File: src/rtl/cdc_xfer_arbiter.sv
// ============================================================================
//  Module      : cdc_xfer_arbiter
//  Description : Source-domain scheduler that shares one toggle-handshake
//                clock-domain-crossing channel between NUM_REQ requesters.
//                A round-robin arbiter picks one requester, latches its word
//                onto the channel and flips the request toggle. Completion
//                is detected when the synchronized ack toggle matches the
//                request toggle. One transfer is in flight at a time.
//  Revision    : 1.0 - initial release
// ----------------------------------------------------------------------------
//  Ports
//    clk               in   1               single clock, rising edge
//    reset             in   1               synchronous, active-high
//    req               in   NUM_REQ         per-requester level request
//    req_data          in   NUM_REQ*DATA_W  word i at [i*DATA_W +: DATA_W]
//    grant             out  NUM_REQ         one-hot channel owner
//    done              out  NUM_REQ         one-hot completion pulse
//    busy              out  1               state is not IDLE
//    xfer_data         out  DATA_W          word presented to the crossing
//    xfer_req_tgl      out  1               request toggle to destination
//    xfer_ack_tgl_sync in   1               ack toggle, synchronized to clk
//    xfer_count        out  8               completed transfers (wraps)
//    timeout_err       out  1               sticky ack-timeout flag
// ----------------------------------------------------------------------------
//  Build option
//    CDC_XFER_ARB_TIMEOUT_EN : when defined, a wait counter runs in WAIT_ACK
//                              and timeout_err sets after TIMEOUT_CYCLES
//                              cycles without an ack. When undefined, no
//                              counter is built and timeout_err is tied low.
// ============================================================================
`default_nettype none

module cdc_xfer_arbiter #(
    parameter int NUM_REQ        = 4,
    parameter int DATA_W         = 8,
    parameter int TIMEOUT_CYCLES = 255
) (
    input  logic                      clk,
    input  logic                      reset,
    input  logic [NUM_REQ-1:0]        req,
    input  logic [NUM_REQ*DATA_W-1:0] req_data,
    output logic [NUM_REQ-1:0]        grant,
    output logic [NUM_REQ-1:0]        done,
    output logic                      busy,
    output logic [DATA_W-1:0]         xfer_data,
    output logic                      xfer_req_tgl,
    input  logic                      xfer_ack_tgl_sync,
    output logic [7:0]                xfer_count,
    output logic                      timeout_err
);

    localparam int IDX_W = (NUM_REQ > 1) ? $clog2(NUM_REQ) : 1;

    localparam logic [IDX_W:0] c_NUM_REQ = (IDX_W+1)'(NUM_REQ);
    localparam logic [IDX_W:0] c_ONE     = (IDX_W+1)'(1);

    typedef enum logic [1:0] {
        S_IDLE     = 2'd0,
        S_LAUNCH   = 2'd1,
        S_WAIT_ACK = 2'd2,
        S_DONE     = 2'd3
    } state_t;

    state_t                r_state;
    state_t                w_next_state;

    logic [IDX_W-1:0]      r_ptr;
    logic [IDX_W-1:0]      r_owner;
    logic [NUM_REQ-1:0]    r_grant;
    logic [DATA_W-1:0]     r_xfer_data;
    logic                  r_req_tgl;
    logic [7:0]            r_count;

    logic [2*NUM_REQ-1:0]  w_req_dbl;
    logic [NUM_REQ-1:0]    w_req_rot;
    logic [IDX_W-1:0]      w_off;
    logic [IDX_W:0]        w_sum;
    logic [IDX_W-1:0]      w_sel;
    logic [NUM_REQ-1:0]    w_sel_onehot;
    logic [DATA_W-1:0]     w_sel_data;
    logic [IDX_W:0]        w_owner_inc;
    logic [IDX_W-1:0]      w_ptr_next;
    logic                  w_any_req;
    logic                  w_ack_match;

    // ------------------------------------------------------------------
    // Round-robin selection. The request vector is rotated so that bit 0
    // corresponds to the requester at r_ptr; the lowest set bit of the
    // rotated vector is the offset of the winner from r_ptr.
    // ------------------------------------------------------------------
    assign w_req_dbl = {req, req} >> r_ptr;
    assign w_req_rot = w_req_dbl[NUM_REQ-1:0];
    assign w_any_req = |req;

    always_comb begin
        w_off = '0;
        for (int i = NUM_REQ - 1; i >= 0; i--) begin
            if (w_req_rot[i]) begin
                w_off = IDX_W'(i);
            end
        end
    end

    // Explicit modulo so non-power-of-two NUM_REQ wraps to 0 correctly.
    assign w_sum        = {1'b0, r_ptr} + {1'b0, w_off};
    assign w_sel        = (w_sum >= c_NUM_REQ) ? IDX_W'(w_sum - c_NUM_REQ)
                                               : w_sum[IDX_W-1:0];
    assign w_sel_onehot = NUM_REQ'(1) << w_sel;
    assign w_sel_data   = req_data[w_sel*DATA_W +: DATA_W];

    assign w_owner_inc  = {1'b0, r_owner} + c_ONE;
    assign w_ptr_next   = (w_owner_inc == c_NUM_REQ) ? '0
                                                     : w_owner_inc[IDX_W-1:0];

    // Ack parity only matters in WAIT_ACK; the FSM ignores it elsewhere.
    assign w_ack_match  = (xfer_ack_tgl_sync == r_req_tgl);

    // ------------------------------------------------------------------
    // FSM: state register
    // ------------------------------------------------------------------
    always_ff @(posedge clk) begin
        if (reset) begin
            r_state <= S_IDLE;
        end else begin
            r_state <= w_next_state;
        end
    end

    // ------------------------------------------------------------------
    // FSM: next-state logic
    // ------------------------------------------------------------------
    always_comb begin
        w_next_state = r_state;
        case (r_state)
            S_IDLE: begin
                if (w_any_req) begin
                    w_next_state = S_LAUNCH;
                end
            end
            S_LAUNCH: begin
                w_next_state = S_WAIT_ACK;
            end
            S_WAIT_ACK: begin
                if (w_ack_match) begin
                    w_next_state = S_DONE;
                end
            end
            S_DONE: begin
                w_next_state = S_IDLE;
            end
            default: begin
                w_next_state = S_IDLE;
            end
        endcase
    end

    // ------------------------------------------------------------------
    // Datapath: winner capture, toggle, pointer and completion counter.
    // xfer_data only loads in IDLE, so it is frozen for the whole
    // LAUNCH..DONE window regardless of req/req_data activity.
    // ------------------------------------------------------------------
    always_ff @(posedge clk) begin
        if (reset) begin
            r_ptr       <= '0;
            r_owner     <= '0;
            r_grant     <= '0;
            r_xfer_data <= '0;
            r_req_tgl   <= 1'b0;
            r_count     <= 8'd0;
        end else begin
            case (r_state)
                S_IDLE: begin
                    if (w_any_req) begin
                        r_owner     <= w_sel;
                        r_grant     <= w_sel_onehot;
                        r_xfer_data <= w_sel_data;
                    end
                end
                S_LAUNCH: begin
                    r_req_tgl <= ~r_req_tgl;
                end
                S_DONE: begin
                    // The just-served owner gets lowest priority next round.
                    r_grant <= '0;
                    r_ptr   <= w_ptr_next;
                    r_count <= r_count + 8'd1;
                end
                default: begin
                end
            endcase
        end
    end

    // ------------------------------------------------------------------
    // Optional ack timeout monitor
    // ------------------------------------------------------------------
`ifdef CDC_XFER_ARB_TIMEOUT_EN
    localparam int CNT_W = ($clog2(TIMEOUT_CYCLES + 1) > 8)
                           ? $clog2(TIMEOUT_CYCLES + 1) : 8;
    localparam logic [CNT_W-1:0] c_TMO     = CNT_W'(TIMEOUT_CYCLES);
    localparam logic [CNT_W-1:0] c_TMO_M1  = CNT_W'(TIMEOUT_CYCLES - 1);

    logic [CNT_W-1:0] r_wait_cnt;
    logic             r_timeout_err;

    // Counter is cleared in LAUNCH (entry to WAIT_ACK) and saturates at
    // TIMEOUT_CYCLES so a very long wait never wraps. The flag is sticky;
    // the FSM keeps waiting and a late ack still completes normally.
    always_ff @(posedge clk) begin
        if (reset) begin
            r_wait_cnt    <= '0;
            r_timeout_err <= 1'b0;
        end else begin
            if (r_state == S_LAUNCH) begin
                r_wait_cnt <= '0;
            end else if (r_state == S_WAIT_ACK && !w_ack_match) begin
                if (r_wait_cnt != c_TMO) begin
                    r_wait_cnt <= r_wait_cnt + CNT_W'(1);
                end
                if (r_wait_cnt == c_TMO_M1) begin
                    r_timeout_err <= 1'b1;
                end
            end
        end
    end

    assign timeout_err = r_timeout_err;
`else
    // Keeps TIMEOUT_CYCLES referenced when the monitor is compiled out.
    logic w_unused_tmo;
    assign w_unused_tmo = (TIMEOUT_CYCLES != 0);
    assign timeout_err  = 1'b0;
`endif

    // ------------------------------------------------------------------
    // Outputs
    // ------------------------------------------------------------------
    assign grant        = r_grant;
    assign done         = (r_state == S_DONE) ? r_grant : '0;
    assign busy         = (r_state != S_IDLE);
    assign xfer_data    = r_xfer_data;
    assign xfer_req_tgl = r_req_tgl;
    assign xfer_count   = r_count;

endmodule

`default_nettype wire

File: config.mk
export PLATFORM = sky130hd
export DESIGN_NAME = cdc_xfer_arbiter
export DESIGN_NICKNAME = d
export VERILOG_FILES = /design/src/rtl/cdc_xfer_arbiter.sv
export SDC_FILE = /design/constraint.sdc
export NUM_CORES = 1
export LEC_CHECK = 0
export ABC_CLOCK_PERIOD_IN_PS = 3350
export BUFFER_PORTS_ARGS = -buffer_cell sky130_fd_sc_hd__buf_2
export CAP_MARGIN = 30
export CORE_ASPECT_RATIO = 0.8
export CORE_MARGIN = 4
export CORE_UTILIZATION = 30
export DETAILED_ROUTE_END_ITERATION = 8
export GPL_TIMING_DRIVEN = 0
export PLACE_DENSITY_LB_ADDON = 0.05
export SYNTH_ARGS = -nofsm -noshare
export SYNTH_HDL_FRONTEND = slang
export SYNTH_SLANG_ARGS = --single-unit
File: constraint.sdc
create_clock -name clk -period 3.35 [get_ports clk]
set_input_delay 0.67 -clock clk [delete_from_list [all_inputs] [get_ports clk]]
set_output_delay 0.67 -clock clk [all_outputs]
set_load 0.05 [all_outputs]
Yosys cells after proc, flatten, opt, wreduce, memory -nomap -nowiden
Cells that the tools add are included.
- output and inout bits: 27
- flip-flop bits (word level): 27
- word-level logic and storage cells: 42
- input bits: 39
- mux-type cells: 12
- $lt $le $gt $ge: 1
- equality and inequality tests: 7
- add/sub/neg operators: 4
- reduce and logical (&&, ||, !) cells: 7
- bitwise logic cells: 1
- shift-type cells: 3
- operator list (kind ; number):
    indexed part select 32 x 6 -> 8 bit ; 1
    2-to-1 mux 2 bit ; 8
    adder 8 x 1 -> 8 bit (second input constant) ; 1
    2-to-1 mux 4 bit ; 2
    one-hot mux 2 bit (4 select lines) ; 1
    one-hot mux 4 bit (2 select lines) ; 1
    >> shifter 8 x 2 -> 4 bit ; 1
    AND reduction 2 bit ; 3
    equality test 2 bit (second input constant) ; 2
    != test 2 bit (second input constant) ; 2
    nonzero test 2 bit ; 2
    OR reduction 4 bit ; 1
    << shifter 1 x 2 -> 4 bit (first input constant) ; 1
    adder 2 x 1 -> 3 bit (second input constant) ; 1
    adder 2 x 2 -> 3 bit ; 1
    equality test 3 bit (second input constant) ; 1
    >= comparator 3 bit (second input constant) ; 1
    equality test 2 x 1 -> 1 bit (second input constant) ; 1
    zero test 2 bit ; 1
    subtractor 2 x 1 -> 2 bit (second input constant) ; 1
    equality test 1 bit ; 1
    inverter 1 bit ; 1

Depth between registers and ports, before layout
- depth in word-level cells: 11
- gate-level depth with buffers: 13
- mapped depth without buffers: 11

Worst setup path before layout
OpenSTA, ideal clock, no wires.
- path type: input port to flip-flop
- from: input req[2]
- to: register r_xfer_data[0] (netlist: xfer_data[0])
- cell stages on the path: 9
- library setup time: 0.129 ns
- data required time: 3.221 ns
- data arrival time: 2.525 ns
- path buffers: 2
- slack: 0.696 ns
- cells stage by stage: buf_6 or4_1 nand3_1 ha_1 buf_4 mux2_2 or3_1 o211ai_1 o211ai_1
- cells in the longest elaborated chain, start to end: 9
- elaborated cells on any way between the ends: 12
- classes of those cells: add/sub: 2; order compare: 1; shift: 2; mux: 5; reduce/logical: 2
- RTL lines (what ; RTL line ; source):
    start: declaration ; 40 ; input logic [NUM_REQ-1:0] req,
    >> shifter 8 x 2 -> 4 bit ; 91 ; assign w_req_dbl = {req, req} >> r_ptr;
    2-to-1 mux 2 bit (4 in series) ; 98 ; if (w_req_rot[i]) begin
    adder 2 x 2 -> 3 bit ; 105 ; assign w_sum = {1'b0, r_ptr} + {1'b0, w_off};
    >= comparator 3 bit or subtractor 2 x 1 -> 2 bit (tied branches) ; 106 ; assign w_sel = (w_sum >= c_NUM_REQ) ? IDX_W'(w_sum - c_NUM_REQ)
    2-to-1 mux 2 bit ; 106 ;
    indexed part select 32 x 6 -> 8 bit ; 109 ; assign w_sel_data = req_data[w_sel*DATA_W +: DATA_W];
    end signal: assignment ; 176 ; r_xfer_data <= w_sel_data;
    end: declaration ; 70 ; logic [DATA_W-1:0] r_xfer_data;
Parallel ways exist; a longest one is shown, timed or not.
A chain may end at the register's enable or synchronous reset.

Final worst setup path
- from: register r_ptr[0]
- to: register r_xfer_data[4] (netlist: xfer_data[4])
- cells in the longest elaborated chain, start to end: 9
- elaborated cells on any way between the ends: 10
- classes of those cells: add/sub: 2; order compare: 1; shift: 2; mux: 5
- RTL lines (what ; RTL line ; source):
    start: declaration ; 67 ; logic [IDX_W-1:0] r_ptr;
    start signal: assignment ; 185 ; r_ptr <= w_ptr_next;
    >> shifter 8 x 2 -> 4 bit ; 91 ;
    2-to-1 mux 2 bit (4 in series) ; 98 ;
    adder 2 x 2 -> 3 bit * ; 105 ;
    >= comparator 3 bit or subtractor 2 x 1 -> 2 bit (tied branches) ; 106 ;
    2-to-1 mux 2 bit * ; 106 ;
    indexed part select 32 x 6 -> 8 bit * ; 109 ;
Every way passes the cells marked *; elsewhere a longest branch is shown, timed or not.

==> reports/qor.log <==
qor: outcome.outcome completed
qor: sta.fin_worst_skew 0.00651 ns
qor: setup_path.worst-setup-path-type flop to flop
qor: sta.setup_viol_count_final 0
qor: cts.clkTransAtPathRegs 0.10 ns
qor: sta.fmax 349 MHz
qor: sta.finalCritPeriodShare 85.5%
qor: logic_synthesis.synth_edf_count 0
qor: placed_design.place_congestion 0.724
qor: cts.postCtsSetupRepairBufs 0
qor: setup_path.timing.critical_path.from_type flop
qor: logic_synthesis.syn_avg_cell_area 8.92 sq um
qor: sta.fin_setup_tns 0 ns
qor: sta.whs 0.477 ns
qor: cts.root_buffer clkbuf_8
qor: placed_design.pre_cts_slack 0.367 ns
qor: setup_path.critical_path_required 3.52 ns
qor: global_route.globalRouteMet1Util 18.6%
qor: sta.rsz0062_at_grt no
qor: cts.clock_buffers_created_by_tritoncts 3
qor: route.antenna_left 0
qor: power.power_per_cell_area 697 mW/mm^2
qor: logic_synthesis.yosys_most_used_dff dfxtp_1
qor: floorplan.ios 66
qor: cells_and_area.finish.net_count 314
qor: power.worst_ir_drop_vdd 0.382 mV
qor: sta.timing_max_transition_violations_final 0
qor: cts.clock-sinks 27
qor: hold_path.worstHoldStart xfer_data[6]
qor: global_route.grt.total_usage 12.4%
qor: cts.tritoncts built
qor: logic_synthesis.ys_seq_elements 27
qor: route.drtPass1Iterations 4
qor: global_route.grt_pass1_vias 1438
qor: setup_path.critical_path.startpoint r_ptr[0]
qor: global_route.grt_overflow 0
qor: route.initialDrtViolationCount 42
qor: sta.max_slew.worst_pin.slew 0.678 ns
qor: cts.number_of_h_tree_branching_levels 1
qor: route.route.vias.total 1631
qor: logic_synthesis.synth.yosys.warnings 0
qor: floorplan.die-height 77.3 um
qor: setup_path.crit-reg2reg-launch r_ptr[0]
qor: cells_and_area.area.growth.synth_to_final 24.8%
qor: cts.clock_latency 0.28 ns
qor: power.total_leakage_power 0.983 nW
qor: hold_path.min_path_type flop to flop
qor: sta.relSlewSlack 54.6%
qor: flow_run.drv_cap 0
qor: route.postRouteWirelength 4690 um
qor: cts.cts_hold_buf 0
qor: sta.timing.final.crit_period 2.86 ns
qor: logic_synthesis.ys_seq_area_share 30.0%
qor: global_route.use_met2 17.9%
qor: sta.fin_ws 0.485 ns
qor: setup_path.critical_path_peak_fanout 10
qor: floorplan.die_area 0.00732 sq mm
qor: global_route.global_route.usage.met3 2.94%
qor: floorplan.fp.dieW 94.6 um
qor: cts.clock_tree.buffer_depth 2
qor: route.vias_per_cell 4.74
qor: global_route.global_route.peak_usage_layer met1
qor: logic_synthesis.post_synth_inst_count 202
qor: global_route.grt_pass1_wl 7380 um
qor: setup_path.worst_ep_arrival_time 3.03 ns
qor: placed_design.dp.final_hpwl 3620 um
qor: logic_synthesis.fraction_of_registers_with_async_set_or_reset_after_synthesis 0%
qor: placed_design.number_of_port_buffers 60
qor: route.remaining_drc_errors 0
qor: logic_synthesis.ys_types 46
qor: cells_and_area.layout-drive-gt1-share 36.8%
qor: setup_path.worst_setup_path_end_kind flop
qor: floorplan.core 0.00565 sq mm
qor: cts.cts_resized 0
qor: sta.hold_viol 0
qor: cells_and_area.fillerInstances 616
qor: floorplan.effective_utilization_at_floorplan 31.9%
qor: cells_and_area.antenna-diode-count 0
qor: floorplan.core.rowCount 24
qor: logic_synthesis.synthesis.area 0.00180 sq mm
qor: global_route.antenna_found_initial 0
qor: logic_synthesis.postSynthNetCount 249
qor: route.drt-wirelength-per-cell 13.6 um
qor: global_route.grt_max_degree 17
==> cell usage in the layout (no fill, tap or decap), drive strengths merged, types with 8 or more instances in the layout <==
cell type	instances
o211ai	17
mux2i	12
nand2	15
ha	8
buf	67
or3	10
a21oi	9
nor2	27
dfxtp	27
mux2	15
==> synthesized netlist by cell type (all sizes together), types with 3 or more instances <==
library cell	count	area share, %
nand2b	3	1.0
nor2	27	6.0
clkbuf	4	0.90
ha	8	5.6
and2	4	1.4
o211ai	17	7.1
a21oi	9	3.3
dfxtp	27	30
nand4	3	1.0
mux2i	12	6.7
or3	10	3.7
xnor2	4	2.4
mux2	15	9.4
inv	4	0.83
xor2	6	2.9
nor3	3	0.83
o21ai	5	1.4
buf	7	2.7
nand2	15	4.0
==> cells by family (layout without fill, tap and decap cells) <==
family                   count (synthesis)  after routing  synth area share (%)
XOR/XNOR                                10             10                  5.28
AND/OR/NAND/NOR                         73             73                  21.0
AO/OA/AOI/OAI                           41             41                  17.4
multiplexers                            27             27                  16.0
flip-flops                              27             27                  30.0
other                                    1              1                 0.208
adder cells (fa/ha/maj)                  8              8                  5.56
buffers and inverters                   15             79                  4.44
==> sequential cells by signal, indices dropped and copies added, names as in the netlist <==
| signal | cells |
|---|---|
| xfer_data | 8 |
| r_ptr | 2 |
| xfer_count | 8 |
| r_owner | 2 |
| r_state | 2 |
| grant | 4 |
| xfer_req_tgl | 1 |
==> worst max-delay path, stage by stage, from the launching register on <==
cell	delay, ns
dfxtp_1	0.37
clkbuf_1	0.33
nor2_1	0.15
nand2_1	0.09
o21ai_0	0.07
o21ai_0	0.17
nand3_1	0.14
ha_1	0.29
buf_4	0.18
buf_2	0.28
mux2_2	0.39
o211ai_1	0.17
o211ai_1	0.10
==> metal layers <==
metal  vias up  share of wire [%]
met1       741                 51
met3         2                5.3
met2        33                 43
met4         0               0.49
li1        855                  -
met5         -                  0
==> where the power goes <==
group / internal [mW] / switching (mW)
logic: 0.313 / 0.593
clock network: 0.0845 / 0.109
registers: 0.410 / 0.0584
==> metrics by stage <==
| stage | util (%) | power, mW | cell area, sq um | cells |
|---|---|---|---|---|
| 2_1_floorplan | - | 1.18 | 1800 | 202 |
| 3_3_place_gp | 39.0 | 1.39 | 2200 | 340 |
| 6_report | 39.8 | 1.57 | 2250 | 344 |
| 4_1_cts | 39.8 | 1.60 | 2250 | 344 |
| 3_5_place_dp | 39.0 | 1.39 | 2200 | 340 |
| 5_1_grt | 39.8 | 1.68 | 2250 | 344 |
==> path summary, 6_finish.rpt <==
path / endpoint / slack [ns] / cells past startpoint
max reg2reg: xfer_data[4] / 0.49 / 12
min: xfer_data[6] / 0.48 / 2
max: xfer_data[4] / 0.49 / 12
min reg2reg: xfer_data[6] / 0.48 / 2
==> area by class of cell <==
| type | count | area (sq um) | share of cell area, % |
|---|---|---|---|
| Sequential cell | 27 | 541 | 24.0 |
| Clock inverter | 1 | 7.51 | 0.334 |
| Tap cell | 78 | 97.6 | 4.34 |
| Timing Repair Buffer | 60 | 300 | 13.4 |
| Clock buffer | 3 | 41.3 | 1.84 |
| Multi-Input combinational cell | 160 | 1180 | 52.5 |
| Buffer | 11 | 65.1 | 2.89 |
| Inverter | 4 | 15.0 | 0.668 |
Note: power is estimated with default switching activity, not from simulation.
